===== src/rtl/writeback_arbiter.sv =====
// writeback_arbiter
//   Drives the integer register file's single write port from two producers:
//   the execute stage and the load response path. Load responses are
//   extended/aligned, buffered in a small FIFO, and normally win arbitration.
//   A burst cap lets a waiting execute result through after MAX_LD_BURST
//   consecutive load writebacks. A scoreboard tracks outstanding load
//   destinations for decode stalls.
//
//   Optional feature macro: WB_FORWARD_EN adds fwd_valid_o/fwd_rd_o/fwd_data_o,
//   a combinational view of the current-cycle grant for decode bypass.
//
// Ports:
//   clk, rstn_i          clock, async active-low reset
//   ex_*                 execute result handshake (valid/ready, rd, data)
//   ld_*                 load response (valid/ready, rd, raw word, funct3, offset)
//   ld_issue_i/_rd_i     load issued to memory this cycle (scoreboard set)
//   rf_we_o/rd_o/data_o  registered register file write port
//   pending_o            registers awaiting load writeback
module writeback_arbiter #(
  parameter int BITSIZE         = 32,
  parameter int LOAD_FIFO_DEPTH = 2,
  parameter int MAX_LD_BURST    = 4
) (
  input  logic               clk,
  input  logic               rstn_i,
  input  logic               ex_valid_i,
  output logic               ex_ready_o,
  input  logic [4:0]         ex_rd_i,
  input  logic [BITSIZE-1:0] ex_data_i,
  input  logic               ld_valid_i,
  output logic               ld_ready_o,
  input  logic [4:0]         ld_rd_i,
  input  logic [BITSIZE-1:0] ld_data_i,
  input  logic [2:0]         ld_funct3_i,
  input  logic [1:0]         ld_offset_i,
  input  logic               ld_issue_i,
  input  logic [4:0]         ld_issue_rd_i,
  output logic               rf_we_o,
  output logic [4:0]         rf_rd_o,
  output logic [BITSIZE-1:0] rf_data_o,
  output logic [31:0]        pending_o
`ifdef WB_FORWARD_EN
  ,
  output logic               fwd_valid_o,
  output logic [4:0]         fwd_rd_o,
  output logic [BITSIZE-1:0] fwd_data_o
`endif
);

  localparam int PW = (LOAD_FIFO_DEPTH > 1) ? $clog2(LOAD_FIFO_DEPTH) : 1;
  localparam int CW = $clog2(LOAD_FIFO_DEPTH + 1);
  localparam int BW = $clog2(MAX_LD_BURST + 1);

  typedef struct packed {
    logic [4:0]         rd;
    logic [BITSIZE-1:0] data;
  } wb_t;

  // load extension / alignment, done before the push
  logic [7:0]         ld_byte;
  logic [15:0]        ld_half;
  logic [BITSIZE-1:0] ld_ext;

  always_comb begin
    ld_byte = ld_data_i[{ld_offset_i, 3'b000} +: 8];
    ld_half = ld_offset_i[1] ? ld_data_i[31:16] : ld_data_i[15:0];
    ld_ext  = ld_data_i;
    case (ld_funct3_i)
      3'b000:  ld_ext = {{(BITSIZE-8){ld_byte[7]}}, ld_byte};
      3'b001:  ld_ext = {{(BITSIZE-16){ld_half[15]}}, ld_half};
      3'b100:  ld_ext = {{(BITSIZE-8){1'b0}}, ld_byte};
      3'b101:  ld_ext = {{(BITSIZE-16){1'b0}}, ld_half};
      default: ld_ext = ld_data_i;
    endcase
  end

  // load FIFO
  wb_t            fifo_q [LOAD_FIFO_DEPTH];
  logic [PW-1:0]  wptr, rptr;
  logic [CW-1:0]  cnt;
  logic           full, nonempty, push, pop;
  wb_t            head;

  assign full       = (cnt == CW'(LOAD_FIFO_DEPTH));
  assign nonempty   = (cnt != '0);
  assign ld_ready_o = !full;
  assign push       = ld_valid_i && ld_ready_o;
  assign head       = fifo_q[rptr];

  // arbitration: loads win unless an execute result has waited out the cap
  logic [BW-1:0] burst;
  logic          ld_grant, ex_grant, g_valid;
  wb_t           g;

  assign ld_grant   = nonempty && !(ex_valid_i && (burst == BW'(MAX_LD_BURST)));
  assign pop        = ld_grant;
  assign ex_ready_o = !ld_grant;
  assign ex_grant   = ex_ready_o && ex_valid_i;
  assign g_valid    = ld_grant || ex_grant;
  assign g          = ld_grant ? head : wb_t'{rd: ex_rd_i, data: ex_data_i};

  always_ff @(posedge clk) begin
    if (push) fifo_q[wptr] <= wb_t'{rd: ld_rd_i, data: ld_ext};
  end

  always_ff @(posedge clk or negedge rstn_i) begin
    if (!rstn_i) begin
      wptr <= '0;
      rptr <= '0;
      cnt  <= '0;
    end else begin
      if (push) wptr <= wptr + PW'(1);
      if (pop)  rptr <= rptr + PW'(1);
      case ({push, pop})
        2'b10:   cnt <= cnt + CW'(1);
        2'b01:   cnt <= cnt - CW'(1);
        default: cnt <= cnt;
      endcase
    end
  end

  always_ff @(posedge clk or negedge rstn_i) begin
    if (!rstn_i)                     burst <= '0;
    else if (!ex_valid_i || ex_grant) burst <= '0;
    else if (ld_grant && burst != BW'(MAX_LD_BURST)) burst <= burst + BW'(1);
  end

  // registered write port; rd/data hold when idle
  always_ff @(posedge clk or negedge rstn_i) begin
    if (!rstn_i) begin
      rf_we_o   <= 1'b0;
      rf_rd_o   <= '0;
      rf_data_o <= '0;
    end else begin
      rf_we_o <= g_valid && (g.rd != 5'd0);
      if (g_valid) begin
        rf_rd_o   <= g.rd;
        rf_data_o <= g.data;
      end
    end
  end

  // scoreboard: set wins over a same-cycle clear
  logic [31:0] sb_set, sb_clr;
  assign sb_set = (ld_issue_i && ld_issue_rd_i != 5'd0) ? (32'd1 << ld_issue_rd_i) : 32'd0;
  assign sb_clr = ld_grant ? (32'd1 << head.rd) : 32'd0;

  always_ff @(posedge clk or negedge rstn_i) begin
    if (!rstn_i) pending_o <= '0;
    else         pending_o <= ((pending_o & ~sb_clr) | sb_set) & ~32'd1;
  end

`ifdef WB_FORWARD_EN
  assign fwd_valid_o = g_valid && (g.rd != 5'd0);
  assign fwd_rd_o    = g.rd;
  assign fwd_data_o  = g.data;
`endif

endmodule


===== config.mk =====
export PLATFORM = sky130hd
export DESIGN_NAME = writeback_arbiter
export DESIGN_NICKNAME = d
export VERILOG_FILES = /design/src/rtl/writeback_arbiter.sv
export SDC_FILE = /design/constraint.sdc
export NUM_CORES = 1
export LEC_CHECK = 0
export ABC_AREA = 1
export BUFFER_PORTS_ARGS = -buffer_cell sky130_fd_sc_hd__buf_4
export CAP_MARGIN = 20
export CELL_PAD_IN_SITES_DETAIL_PLACEMENT = 1
export CELL_PAD_IN_SITES_GLOBAL_PLACEMENT = 1
export CORE_MARGIN = 2
export CORE_UTILIZATION = 24
export CTS_CLUSTER_DIAMETER = 50
export DETAILED_ROUTE_END_ITERATION = 6
export HOLD_SLACK_MARGIN = 0.08
export PLACE_DENSITY = 0.58
export SYNTH_ARGS = -nofsm -noshare
export SYNTH_HDL_FRONTEND = slang
export SYNTH_SLANG_ARGS = --single-unit

===== constraint.sdc =====
create_clock -name clk -period 6.4 [get_ports clk]
set_input_delay 0.64 -clock clk [delete_from_list [all_inputs] [get_ports clk]]
set_output_delay 0.64 -clock clk [all_outputs]
set_load 0.05 [all_outputs]

==> results.toml <==
[outcome]
status = "finished clean"

[clock_tree]
cts_buffer_depth = 2
cts_max_level = 4
tritoncts = "yes"
cts_sinks = 150
postCtsSetupBuffers = 0
cts-buffers-inserted = 17
clk_latency_ps = 430
clk_pin_slew_worst_paths_ps = 70
root_buffer = "clkbuf_16"
cts_hold_buf = 0
post_cts_resized = 0

[logic_synthesis]
synth_top_family_by_area = "simple AND/OR/NAND/NOR gates"
synth_cell_types = 31
synthMuxAreaShare = 0
synth-main-ff-cell = "dfrtp_1"
ys_async_sr_fraction = 0.507
synth.largest_area_cell = "edfxtp_1"
synthTopCellsByArea = "edfxtp_1, dfrtp_1, nand2_1"
ys_ff_latch = 150
syn_inst = 728
ys_seq_area_frac = 0.599
syn_nets = 820
synth_compound_area_frac = 0.113
yosys_warnings = 0
synth_top_area_share = 0.323
synth_edf_count = 74
synth_area_per_cell_um2 = 9.45
synth_fa_ha_area_frac = 0.00546
synth-simple-area-share = 0.216
netlist_area_um2 = 6880
synth_xor_xnor_area_share = 0.00509

[sta]
fin_crit_ps = 2850
max_slew_margin = 0.347
fmax_ghz = 0.351
period_share = 0.445
setup-tns-final_ps = 0
rsz0062_at_grt = "false"
setup_viol = 0
worstMarginPinSlew_ps = 976
drv_slew = 0
hold_viol = 0
fin_worst_skew_ps = 16.5

[die]
die_h_um = 173
rows = 61
die_x_um = 173
core_area_um2 = 28000
dieArea_um2 = 30000
initial_core_util = 0.246
io_pins = 161

[global_route]
grt_pass1_vias = 5966
grt_pass1_wl_um = 34800
overflow = 0
grt.total_usage = 0.151
grt_max_degree = 77
antenna_found_initial = 0

[min_path]
hp-class = "in2async"

[finish]
layout_common_cells = "nand2_1, buf_4, nor2_1, dfrtp_1"
drive_gt1_frac = 0.237
final_nets = 961
post-route-util = 0.320
syn_to_final_growth_pct = 30.3
diodes = 0

[detailed_routing]
drt_iter0_markers = 308
wl_per_cell_um = 17.8
via_per_inst = 4.53
firstDrtPassIters = 4
drt.antenna.violating_nets = 0
drc = 0
wl_um = 22500
vias = 5710

[worst_setup_path]
worstReg2RegStart = "burst[0]"
crit_path_start_kind = "input pin"
r2r_end = "rf_we_o"
arrival_ps = 2210
crit_top_cell = "buf_4"
path_cells = "buf_4 > nand3_4 > nand2_4 > buf_4"
cp.required_ps = 5760
criticalPathCategory = "in2out"
r2r_setup_slack_ps = 3810
crit_path_max_incr_delay_ps = 650
cpMaxStageDelayCell = "nand2_4"
cp_max_fo = 74
reg2reg_depth = 10
worstSetupEndpointType = "output port"

[place]
dp_hpwl_um = 15800
gp_congestion = 0.795
portBuffers = 159

[power_and_ir_drop]
leakagePower_nw = 3.84
p_per_area_nw_per_um2 = 532
peakVddDrop_mv = 0.240

[run]
cap_violations = 0
[synthesized netlist by cell type (2+ instances only)]
| cell type | number |
|---|---|
| a21oi_1 | 6 |
| buf_1 | 2 |
| buf_2 | 19 |
| buf_4 | 5 |
| buf_6 | 3 |
| clkbuf_1 | 13 |
| dfrtp_1 | 76 |
| edfxtp_1 | 74 |
| ha_1 | 3 |
| inv_1 | 47 |
| inv_2 | 3 |
| nand2_1 | 162 |
| nand2_2 | 2 |
| nand3_1 | 74 |
| nand4_1 | 2 |
| nor2_1 | 109 |
| nor3_1 | 5 |
| o211ai_1 | 15 |
| o21ai_0 | 33 |
| o21ai_1 | 26 |
| o21ai_2 | 3 |
| o21bai_1 | 4 |
| o311ai_1 | 32 |
| xnor2_1 | 2 |
| xor2_1 | 2 |
[sequential cells by signal (all words and copies together) (netlist names)]
register and cells:
pending_o 31, rptr 1, cnt 2, rf_rd_o 5, rf_data_o 32, wptr 1, burst 3, fifo_q 74
rf_we_o 1
[through the flow]
stage	instance area [um2]	power, mW	setup WS, ps	cells	hold slack [ps]
2_1_floorplan	6880	3.09	3370	728	344
3_5_place_dp	8360	3.85	3010	1226	464
4_1_cts	8920	4.82	3460	1258	379
3_3_place_gp	8360	3.82	3100	1226	452
5_1_grt	8960	5.05	3430	1260	121
6_report	8960	4.77	3550	1260	124
[layer usage]
metal | GRT usage | vias up | share of wire
li1 | - | 2766 | -
met1 | 0.209 | 2779 | 0.48
met3 | 0.0327 | 16 | 0.044
met2 | 0.236 | 149 | 0.46
met5 | 0 | - | 0
met4 | 0.0438 | 0 | 0.013
[worst max path at each step]
| stage | start | endpoint | slack (ps) | cells past startpoint |
|---|---|---|---|---|
| 6_report | ex_valid_i | ex_ready_o | 3550 | 4 |
| 5_1_grt | ex_valid_i | ex_ready_o | 3430 | 4 |
| 4_1_cts | ex_valid_i | rf_data_o[24] | 3460 | 7 |
| 3_5_place_dp | ex_valid_i | rf_data_o[24] | 3010 | 7 |
| 3_3_place_gp | ex_valid_i | rf_rd_o[3] | 3100 | 6 |
| 2_1_floorplan | cnt[0] | fifo_q[1][0] | 3370 | 4 |
[worst max-delay path: cells and delay by family]
kind / cells / cell delay, ps
buf+inv: 2 / 710
simple gates: 2 / 790
[layout make-up]
class	instances	area, um2
clock inverter	14	128
tap	378	473
multi-input combinational	485	2350
clock buffer	18	429
sequential	150	4120
inverter	51	196
timing repair buffer	164	1260
fill	3266	19000
[report_power, final]
part           switching [mW]  internal, mW
logic                    1.63         0.599
clock network           0.446         0.514
registers               0.183          1.39
total                    2.26          2.51
[logic make-up (layout without fill, tap and decap cells)]
| family | after synthesis | after routing |
|---|---|---|
| simple gates | 358 | 358 |
| flops | 150 | 150 |
| compound gates | 119 | 119 |
| buf+inv | 93 | 247 |
| xor+xnor | 4 | 4 |
| fa+ha+maj | 3 | 3 |
| other cells | 1 | 1 |
No activity file was read; power rests on OpenSTA's default activity.
